**src/rtl/loader_pkg.sv**
```systemverilog
// Shared types and default sizes for the program loader and its checksum unit.
package loader_pkg;

  localparam int LOADER_DATA_W    = 16;
  localparam int LOADER_ADDR_W    = 7;
  localparam int LOADER_MEM_DEPTH = 128;

  typedef enum logic [2:0] {
    ST_IDLE   = 3'd0,
    ST_HEADER = 3'd1,
    ST_LOAD   = 3'd2,
    ST_CHECK  = 3'd3,
    ST_DONE   = 3'd4,
    ST_ERROR  = 3'd5
  } loader_state_t;

endpackage

```
**src/rtl/loader_checksum.sv**
```systemverilog
// Running sum of program words, modulo 2^DATA_W, used to validate the trailing checksum word.
module loader_checksum
  import loader_pkg::*;
#(
  parameter int DATA_W = LOADER_DATA_W
) (
  input  logic              Clk,
  input  logic              Reset,
  input  logic              clr,
  input  logic              add_en,
  input  logic [DATA_W-1:0] add_data,
  output logic [DATA_W-1:0] sum
);

  logic [DATA_W-1:0] sum_r;

  // Accumulator register; a session clear takes priority over an add
  always_ff @(posedge Clk or negedge Reset) begin
    if (!Reset) begin
      sum_r <= {DATA_W{1'b0}};
    end else if (clr) begin
      sum_r <= {DATA_W{1'b0}};
    end else if (add_en) begin
      sum_r <= sum_r + add_data;
    end else begin
      sum_r <= sum_r;
    end
  end

  assign sum = sum_r;

endmodule

```
**src/rtl/program_loader.sv**
```systemverilog
// Streams a length-prefixed, checksummed program into instruction memory and
// releases the processor only after the checksum matches.
module program_loader
  import loader_pkg::*;
#(
  parameter int DATA_W    = LOADER_DATA_W,
  parameter int ADDR_W    = LOADER_ADDR_W,
  parameter int MEM_DEPTH = LOADER_MEM_DEPTH
) (
  input  logic              Clk,
  input  logic              Reset,
  input  logic              Start,
  input  logic              In_Valid,
  input  logic [DATA_W-1:0] In_Data,
  output logic              In_Ready,
  output logic              Mem_Wr,
  output logic [ADDR_W-1:0] Mem_Addr,
  output logic [DATA_W-1:0] Mem_Data,
  output logic              Proc_Run,
  output logic              Done,
  output logic              Error,
  output logic [ADDR_W:0]   Word_Count
);

  loader_state_t     state_r, state_nxt_s;
  logic [ADDR_W:0]   n_r, word_count_r;
  logic [ADDR_W-1:0] mem_addr_r;
  logic [DATA_W-1:0] mem_data_r, sum_s;
  logic              ready_r, mem_wr_r, run_r, done_r, error_r;
  logic              accept_s, len_ok_s, last_word_s;
  logic              session_start_s, hdr_take_s, load_take_s;

  assign accept_s    = In_Valid & ready_r;
  assign len_ok_s    = (In_Data != {DATA_W{1'b0}}) && (In_Data <= DATA_W'(MEM_DEPTH));
  assign last_word_s = ((word_count_r + {{ADDR_W{1'b0}}, 1'b1}) == n_r);

  // Next-state logic and the per-cycle datapath strobes
  always_comb begin
    state_nxt_s     = state_r;
    session_start_s = 1'b0;
    hdr_take_s      = 1'b0;
    load_take_s     = 1'b0;
    case (state_r)
      ST_IDLE, ST_DONE, ST_ERROR: begin
        if (Start) begin
          state_nxt_s     = ST_HEADER;
          session_start_s = 1'b1;
        end else begin
          state_nxt_s = state_r;
        end
      end
      ST_HEADER: begin
        if (accept_s) begin
          if (len_ok_s) begin
            state_nxt_s = ST_LOAD;
            hdr_take_s  = 1'b1;
          end else begin
            state_nxt_s = ST_ERROR;
          end
        end else begin
          state_nxt_s = ST_HEADER;
        end
      end
      ST_LOAD: begin
        if (accept_s) begin
          load_take_s = 1'b1;
          if (last_word_s) begin
            state_nxt_s = ST_CHECK;
          end else begin
            state_nxt_s = ST_LOAD;
          end
        end else begin
          state_nxt_s = ST_LOAD;
        end
      end
      ST_CHECK: begin
        if (accept_s) begin
          if (In_Data == sum_s) begin
            state_nxt_s = ST_DONE;
          end else begin
            state_nxt_s = ST_ERROR;
          end
        end else begin
          state_nxt_s = ST_CHECK;
        end
      end
      default: begin
        state_nxt_s = ST_IDLE;
      end
    endcase
  end

  // State register; status flags are registered from the next state so they track it exactly
  always_ff @(posedge Clk or negedge Reset) begin
    if (!Reset) begin
      state_r <= ST_IDLE;
      ready_r <= 1'b0;
      run_r   <= 1'b0;
      done_r  <= 1'b0;
      error_r <= 1'b0;
    end else begin
      state_r <= state_nxt_s;
      ready_r <= (state_nxt_s == ST_HEADER) || (state_nxt_s == ST_LOAD) ||
                 (state_nxt_s == ST_CHECK);
      run_r   <= (state_nxt_s == ST_DONE);
      done_r  <= (state_nxt_s == ST_DONE);
      error_r <= (state_nxt_s == ST_ERROR);
    end
  end

  // Memory write port, word counter and stored program length
  always_ff @(posedge Clk or negedge Reset) begin
    if (!Reset) begin
      n_r          <= {(ADDR_W+1){1'b0}};
      word_count_r <= {(ADDR_W+1){1'b0}};
      mem_addr_r   <= {ADDR_W{1'b0}};
      mem_data_r   <= {DATA_W{1'b0}};
      mem_wr_r     <= 1'b0;
    end else begin
      mem_wr_r <= load_take_s;
      if (session_start_s) begin
        word_count_r <= {(ADDR_W+1){1'b0}};
        mem_addr_r   <= {ADDR_W{1'b0}};
      end else if (load_take_s) begin
        // The count before increment is the address of the word being written
        word_count_r <= word_count_r + {{ADDR_W{1'b0}}, 1'b1};
        mem_addr_r   <= word_count_r[ADDR_W-1:0];
        mem_data_r   <= In_Data;
      end else begin
        word_count_r <= word_count_r;
        mem_addr_r   <= mem_addr_r;
        mem_data_r   <= mem_data_r;
      end
      if (hdr_take_s) begin
        n_r <= In_Data[ADDR_W:0];
      end else begin
        n_r <= n_r;
      end
    end
  end

  loader_checksum #(.DATA_W(DATA_W)) u_checksum (
    .Clk      (Clk),
    .Reset    (Reset),
    .clr      (session_start_s),
    .add_en   (load_take_s),
    .add_data (In_Data),
    .sum      (sum_s)
  );

  assign In_Ready   = ready_r;
  assign Mem_Wr     = mem_wr_r;
  assign Mem_Addr   = mem_addr_r;
  assign Mem_Data   = mem_data_r;
  assign Proc_Run   = run_r;
  assign Done       = done_r;
  assign Error      = error_r;
  assign Word_Count = word_count_r;

endmodule
```
**config.mk**
```make
export PLATFORM = sky130hd
export DESIGN_NAME = program_loader
export DESIGN_NICKNAME = d
export VERILOG_FILES = /design/src/rtl/loader_pkg.sv /design/src/rtl/loader_checksum.sv /design/src/rtl/program_loader.sv
export SDC_FILE = /design/constraint.sdc
export NUM_CORES = 1
export LEC_CHECK = 0
export ABC_AREA = 1
export CAP_MARGIN = 20
export CORE_ASPECT_RATIO = 0.8
export CORE_MARGIN = 5
export CORE_UTILIZATION = 45
export DETAILED_ROUTE_END_ITERATION = 10
export PLACE_DENSITY = 0.73
export SYNTH_ARGS = -nofsm -noshare
export SYNTH_HDL_FRONTEND = slang
export SYNTH_SLANG_ARGS = --single-unit
```
**constraint.sdc**
```tcl
create_clock -name Clk -period 1.6 [get_ports Clk]
set_input_delay 0.16 -clock Clk [delete_from_list [all_inputs] [get_ports Clk]]
set_output_delay 0.16 -clock Clk [all_outputs]
set_load 0.01 [all_outputs]
```
Word level (Yosys, flattened, before mapping)
Cells that the tools add are included.
{"block": "word_totals", "elab_cells": 56, "input_bits": 20, "output_inout_bits": 36, "reg_bits": 62}
{"block": "classes", "order_cmp": 1, "mux": 21, "addsub": 2, "n_eq_ne": 12, "reduce_logical": 8, "bitwise_logic": 2}
{"op": "$mux W16", "count": 2}
{"op": "$add A16 B16 Y16", "count": 1}
{"op": "$eq A16 B16 Y1", "count": 1}
{"op": "$le A16 B8 Y1 const B", "count": 1}
{"op": "$mux W8", "count": 2}
{"op": "$reduce_bool A16 Y1", "count": 1}
{"op": "$mux W3", "count": 5}
{"op": "$mux W7", "count": 2}
{"op": "$eq A3 B2 Y1 const B", "count": 4}
{"op": "$eq A3 B3 Y1 const B", "count": 4}
{"op": "$pmux W3 S4", "count": 1}
{"op": "$mux W1", "count": 9}
{"op": "$add A8 B1 Y8 const B", "count": 1}
{"op": "$eq A8 B8 Y1", "count": 1}
{"op": "$eq A3 B1 Y1 const B", "count": 2}
{"op": "$logic_not A3 Y1", "count": 1}
{"op": "$reduce_or A3 Y1", "count": 1}
{"op": "$logic_or A1 B1 Y1", "count": 2}
{"op": "$reduce_and A2 Y1", "count": 1}
{"op": "$reduce_bool A2 Y1", "count": 1}
{"op": "$and A1 B1 Y1", "count": 1}
{"op": "$logic_and A1 B1 Y1", "count": 1}
{"op": "$not A1 Y1", "count": 1}

Depth between registers and ports, before layout
{"block": "logic_depth", "depth_word": 8, "depth_mapped": 13, "mapped_depth_nobuf": 13}

Cells and area by module
From an unflattened synthesis, not the netlist that was laid out.
{"block": "unflattened", "cells_unflattened": 566, "hier_area_um2": 3983.8}
{"mod": "program_loader", "seq_area_each_um2": 1151.1, "instances": 1, "area_per_inst_um2": 2453.6, "cells_each": 323}
{"mod": "loader_checksum", "seq_area_each_um2": 400.4, "instances": 1, "area_per_inst_um2": 1530.2, "cells_each": 243}

Worst setup path before layout
OpenSTA, ideal clock, no wires.
{"block": "synth_path", "path_kind": "reg-to-reg", "startpoint": "register u_checksum.sum_r[0] (netlist: u_checksum.sum[0])", "endpoint": "register u_checksum.sum_r[14] (netlist: u_checksum.sum[14])", "path_stages_with_launch": 14, "t_arrival_ns": 1.619, "slack_ns": -0.141, "period_less_slack_ns": 1.741, "required_time_ns": 1.479, "setup_ns": 0.121, "path_buffers": 0, "cell_sequence": "dfrtp_1 > ha_1 > inv_1 > fa_1 > inv_1 > nand3_1 > nand2_1 > inv_1 > o21ai_2 > nand3_1 > nand2_1 > nand2_1 > nand2_1 > o21ai_1"}
{"block": "synth_between", "elab_chain_cells": 3}
{"element": "start, declared", "line_no": "loader_checksum.sv:15", "rtl": "logic [DATA_W-1:0] sum_r;"}
{"element": "start signal, assigned", "line_no": "loader_checksum.sv:20", "rtl": "sum_r <= {DATA_W{1'b0}};"}
{"element": "start signal, assigned", "line_no": "loader_checksum.sv:22", "rtl": "sum_r <= {DATA_W{1'b0}};"}
{"element": "start signal, assigned", "line_no": "loader_checksum.sv:24", "rtl": "sum_r <= sum_r + add_data;"}
{"element": "$add A16 B16 Y16", "line_no": "loader_checksum.sv:24"}
{"element": "$mux W16", "line_no": "loader_checksum.sv:23", "rtl": "end else if (add_en) begin"}
{"element": "$mux W16", "line_no": "loader_checksum.sv:21", "rtl": "end else if (clr) begin"}
Every way passes these cells. The select of a mux whose other input is x is not followed.
A chain may end at the register's enable or synchronous reset.

Final worst setup path
{"block": "layout_path", "startpoint": "register u_checksum.sum_r[0] (netlist: u_checksum.sum[0])", "endpoint": "register u_checksum.sum_r[8] (netlist: u_checksum.sum[8])"}
The elaborated chain is that of the path after synthesis.

==> flow_metrics.py <==
metrics = {
    "run_status": {
        "status": "complete, but fails checks",
        "failed_checks": "negative setup slack",
    },
    "route": {
        "drt-vias-per-instance": 5.36,
        "drtAntennaViolNets": 0,
        "drt_iter0_drc": 368,
        "post-route-drc-count": 0,
        "drt-total-wl_um": 12000,
        "detailedRoute.firstPassIterationCount": 5,
        "detail_route.wl_per_cell_um": 16.6,
        "dr_total_vias": 3891,
    },
    "cts": {
        "clock_tree.htree_level_count": 3,
        "clock_tree.buffer_depth": 2,
        "clock_tree.root_cell": "sky130_fd_sc_hd__clkbuf_8",
        "number_of_cts_inserted_buffers": 9,
        "cts_tree": "done",
        "clock_latency_ps": 350,
        "tritoncts_num_sinks": 62,
        "clk_pin_slew_ps": 80,
    },
    "layout": {
        "fin_area_um2": 5540,
        "n_antenna_cell": 0,
        "nNetsFinal": 650,
        "layout-drive-gt1-share_pct": 33.5,
        "layoutNonFillerInstCount": 726,
        "layout_filler_cell_count": 637,
        "synthToLayoutAreaGrowth_pct": 53.9,
    },
    "worst_setup_path": {
        "ff2ff_setup_slack_ps": -310,
        "critical_path_peak_fanout": 3,
        "critPathRequiredTime_ps": 1850,
        "critPathBufInv": 3,
        "path_cells": "ha_2 > inv_2 > fa_2 > inv_2 > nand3_2 > nand2_2 > inv_2 > o21ai_4 > nand2_2 > nand2_2 > nand2_1 > nand2_1 > o21ai_1",
        "cp_top_family": "adder cells",
        "cp_slowest_cell": "sky130_fd_sc_hd__dfrtp_1",
        "critical_path.max_stage_delay_ps": 360,
        "timing_worst_setup_path_type": "flip-flop to flip-flop",
        "end_kind": "flip-flop",
        "nature_of_the_critical_path_startpoint": "flip-flop",
        "crit_arrival_ps": 2160,
    },
    "synthesis": {
        "synth_top_flop_cell": "sky130_fd_sc_hd__dfrtp_1",
        "share_of_the_yosys_chip_area_belonging_to_registers_pct": 43.1,
        "synth-warning-count": 0,
        "syn-instance-count": 482,
        "synthesis_stage_register_bit_count": 62,
        "postSynthNetCount": 519,
        "synth_largest_area_cell": "sky130_fd_sc_hd__dfrtp_1",
        "list_of_most_frequent_post_synthesis_cells": "sky130_fd_sc_hd__nand2_1, sky130_fd_sc_hd__dfrtp_1, sky130_fd_sc_hd__inv_1, sky130_fd_sc_hd__nor2_1, sky130_fd_sc_hd__o21ai_0",
        "syn_area_um2": 3600,
        "ys_types": 34,
        "async_reset_ff_share_pct": 100,
        "post_synth_edffs": 0,
        "synthesis.area_per_instance_um2": 7.46,
        "post_synth_main_area_contributors": "sky130_fd_sc_hd__dfrtp_1, sky130_fd_sc_hd__nand2_1, sky130_fd_sc_hd__ha_1",
        "post-synth-top-count-cell": "sky130_fd_sc_hd__nand2_1",
        "synthDominantCellAreaShare_pct": 43.1,
    },
    "sta": {
        "fin_hold_ws_ps": 266,
        "final-hold-violation-count": 0,
        "rsz0062_at_grt": "yes",
        "tightest_slew_ps": 502,
        "setup_viol_count_final": 15,
        "sum_neg_setup_slack_ps": -1860,
        "timing.max_slew.rel_slack_pct": 66.6,
        "clock.fmax_mhz": 523,
        "period_minus_slack_ps": 1910,
        "postLayoutSetupSlackWorst_ps": -311,
        "finClkSkew_ps": 6.63,
        "timing_max_transition_violations_final": 0,
        "fin_crit_sh_pct": 119,
    },
    "placement": {
        "place.port_buffers": 55,
        "hpwl_um": 7730,
        "dp_cells": 690,
        "gp_congestion": 0.897,
        "place_area_um2": 4680,
    },
    "global_route": {
        "grt_remaining_overflow": 0,
        "initial_antenna_violation_count": 0,
        "grt_first_pass_wirelength_um": 17800,
        "groute.usage.overall_pct": 22.8,
        "grt_pass1_vias": 3730,
        "largest_net_degree_at_the_start_of_global_routing": 28,
    },
    "power": {
        "leak_pwr_nw": 2.68,
        "power.density_nw_per_um2": 712,
        "power_mw": 3.94,
        "max-vdd-ir-drop_uv": 463,
    },
    "floorplanning": {
        "placement_rows": 29,
        "initial_core_utilization_pct": 45.7,
        "die_area_um2": 9890,
        "core_region_area_um2": 7870,
        "chipWidth_um": 110,
        "io-pin-count": 56,
        "fp.dieH_um": 90.0,
    },
    "job": {
        "timing.max_cap.violations": 0,
    },
    "min_path": {
        "timing.hold.worst.class": "primary input to flip-flop",
    },
}
[timing repair]
| action | CTS | global route |
|---|---|---|
| buffers inserted | 4 | 14 |
| gates cloned | 0 | 1 |
| endpoints found under the setup margin | 17 | 24 |
| endpoints found under the hold margin | 14 | 0 |
| pin swaps | 14 | 37 |
| hold buffers | 1 | 0 |
| gates resized for setup | 45 | 86 |
[through the flow]
step           util [%]  setup WS, ps
6_report           70.3          -311
5_1_grt            70.3          -389
4_1_cts            64.9          -187
3_5_place_dp       59.4          -547
3_3_place_gp       59.4          -533
2_1_floorplan         -         -93.0
[logic make-up (layout without fill, tap and decap cells)]
logic type | count (synthesis) | count (layout) | share of synthesized area, %
buffers and inverters | 63 | 199 | 7.34
AO/OA/AOI/OAI | 87 | 87 | 13.1
XOR/XNOR | 3 | 3 | 0.731
AND/OR/NAND/NOR | 250 | 250 | 29.5
adder cells (fa/ha/maj) | 17 | 17 | 6.12
flip-flops | 62 | 62 | 43.1
[power by group]
part	leakage (nW)	switching (mW)	total [mW]	internal, mW
sequential	0.826	0.0647	1.70	1.64
clock	0.0837	0.671	1.24	0.565
combinational	1.77	0.584	1.00	0.420
total	2.68	1.32	3.94	2.62
[per-layer routing]
metal  global-route usage [%]  vias up  share of wire (%)
li1                         -     1819                  -
met1                     30.3     1860                 42
met2                     35.5      169                 49
met3                     5.30       43                6.0
met4                     9.14        0                3.0
met5                        0        -                  0
[area by class of cell]
class	count	area (um^2)	area share, %
inverters	53	204	3.68
multi-input cells	357	2300	41.5
repair inverters	1	7.51	0.136
repair buffers	129	1170	21.2
clock inverters	5	35.0	0.633
well taps	108	135	2.44
flip-flops and latches	62	1550	28.0
clock buffers	11	131	2.37
[cell usage in the layout, fill, tap and decap left out, types with 2 or more instances in the layout]
cell and n:
sky130_fd_sc_hd__a21o_1 3, sky130_fd_sc_hd__a21oi_1 7, sky130_fd_sc_hd__a21oi_2 9, sky130_fd_sc_hd__a21oi_4 3, sky130_fd_sc_hd__a31oi_1 2, sky130_fd_sc_hd__buf_12 3
sky130_fd_sc_hd__buf_4 63, sky130_fd_sc_hd__buf_6 7, sky130_fd_sc_hd__clkbuf_1 2, sky130_fd_sc_hd__clkbuf_8 9, sky130_fd_sc_hd__clkdlybuf4s50_1 48, sky130_fd_sc_hd__clkinv_2 2
sky130_fd_sc_hd__clkinvlp_4 2, sky130_fd_sc_hd__dfrtp_1 61, sky130_fd_sc_hd__dlygate4sd2_1 2, sky130_fd_sc_hd__dlymetal6s2s_1 4, sky130_fd_sc_hd__ha_1 3, sky130_fd_sc_hd__ha_4 12
sky130_fd_sc_hd__inv_1 44, sky130_fd_sc_hd__inv_2 7, sky130_fd_sc_hd__inv_4 2, sky130_fd_sc_hd__nand2_1 133, sky130_fd_sc_hd__nand2_2 25, sky130_fd_sc_hd__nand2_4 4
sky130_fd_sc_hd__nand3_1 15, sky130_fd_sc_hd__nand3_2 19, sky130_fd_sc_hd__nor2_1 26, sky130_fd_sc_hd__nor2_2 15, sky130_fd_sc_hd__nor2_4 8, sky130_fd_sc_hd__o21ai_0 29
sky130_fd_sc_hd__o21ai_1 19, sky130_fd_sc_hd__o21ai_2 5, sky130_fd_sc_hd__o21bai_4 2, sky130_fd_sc_hd__o22ai_1 5, sky130_fd_sc_hd__xor2_1 2
[path summary, 6_finish.rpt]
| kind | endpoint | from | cells after the start |
|---|---|---|---|
| setup / recovery | u_checksum.sum[8]$_DFFE_PN0P_ | u_checksum.sum[0]$_DFFE_PN0P_ | 13 |
| hold / removal | Mem_Data[2]$_DFFE_PN0P_ | In_Data[2] | 4 |
| setup reg to reg | u_checksum.sum[8]$_DFFE_PN0P_ | u_checksum.sum[0]$_DFFE_PN0P_ | 13 |
| hold reg to reg | Mem_Addr[1]$_DFFE_PN0P_ | Mem_Addr[1]$_DFFE_PN0P_ | 2 |
| max in group asynchronous | Word_Count[2]$_DFFE_PN0P_ | Reset | 3 |
| min in group asynchronous | Mem_Wr$_DFF_PN0_ | Reset | 2 |
[worst min-delay path, stage by stage]
cell and delay, ps:
sky130_fd_sc_hd__dlymetal6s2s_1 160, sky130_fd_sc_hd__buf_4 150, sky130_fd_sc_hd__nand2_1 50, sky130_fd_sc_hd__nand2_1 50
[sequential cells by signal (all words and copies together), names as in the netlist]
register	flops
Mem_Data	16
u_checksum.sum	16
Word_Count	8
n_r	8
Mem_Addr	7
state_r	3
Done	1
Error	1
In_Ready	1
Mem_Wr	1
Note: power is estimated with default switching activity, not from simulation.
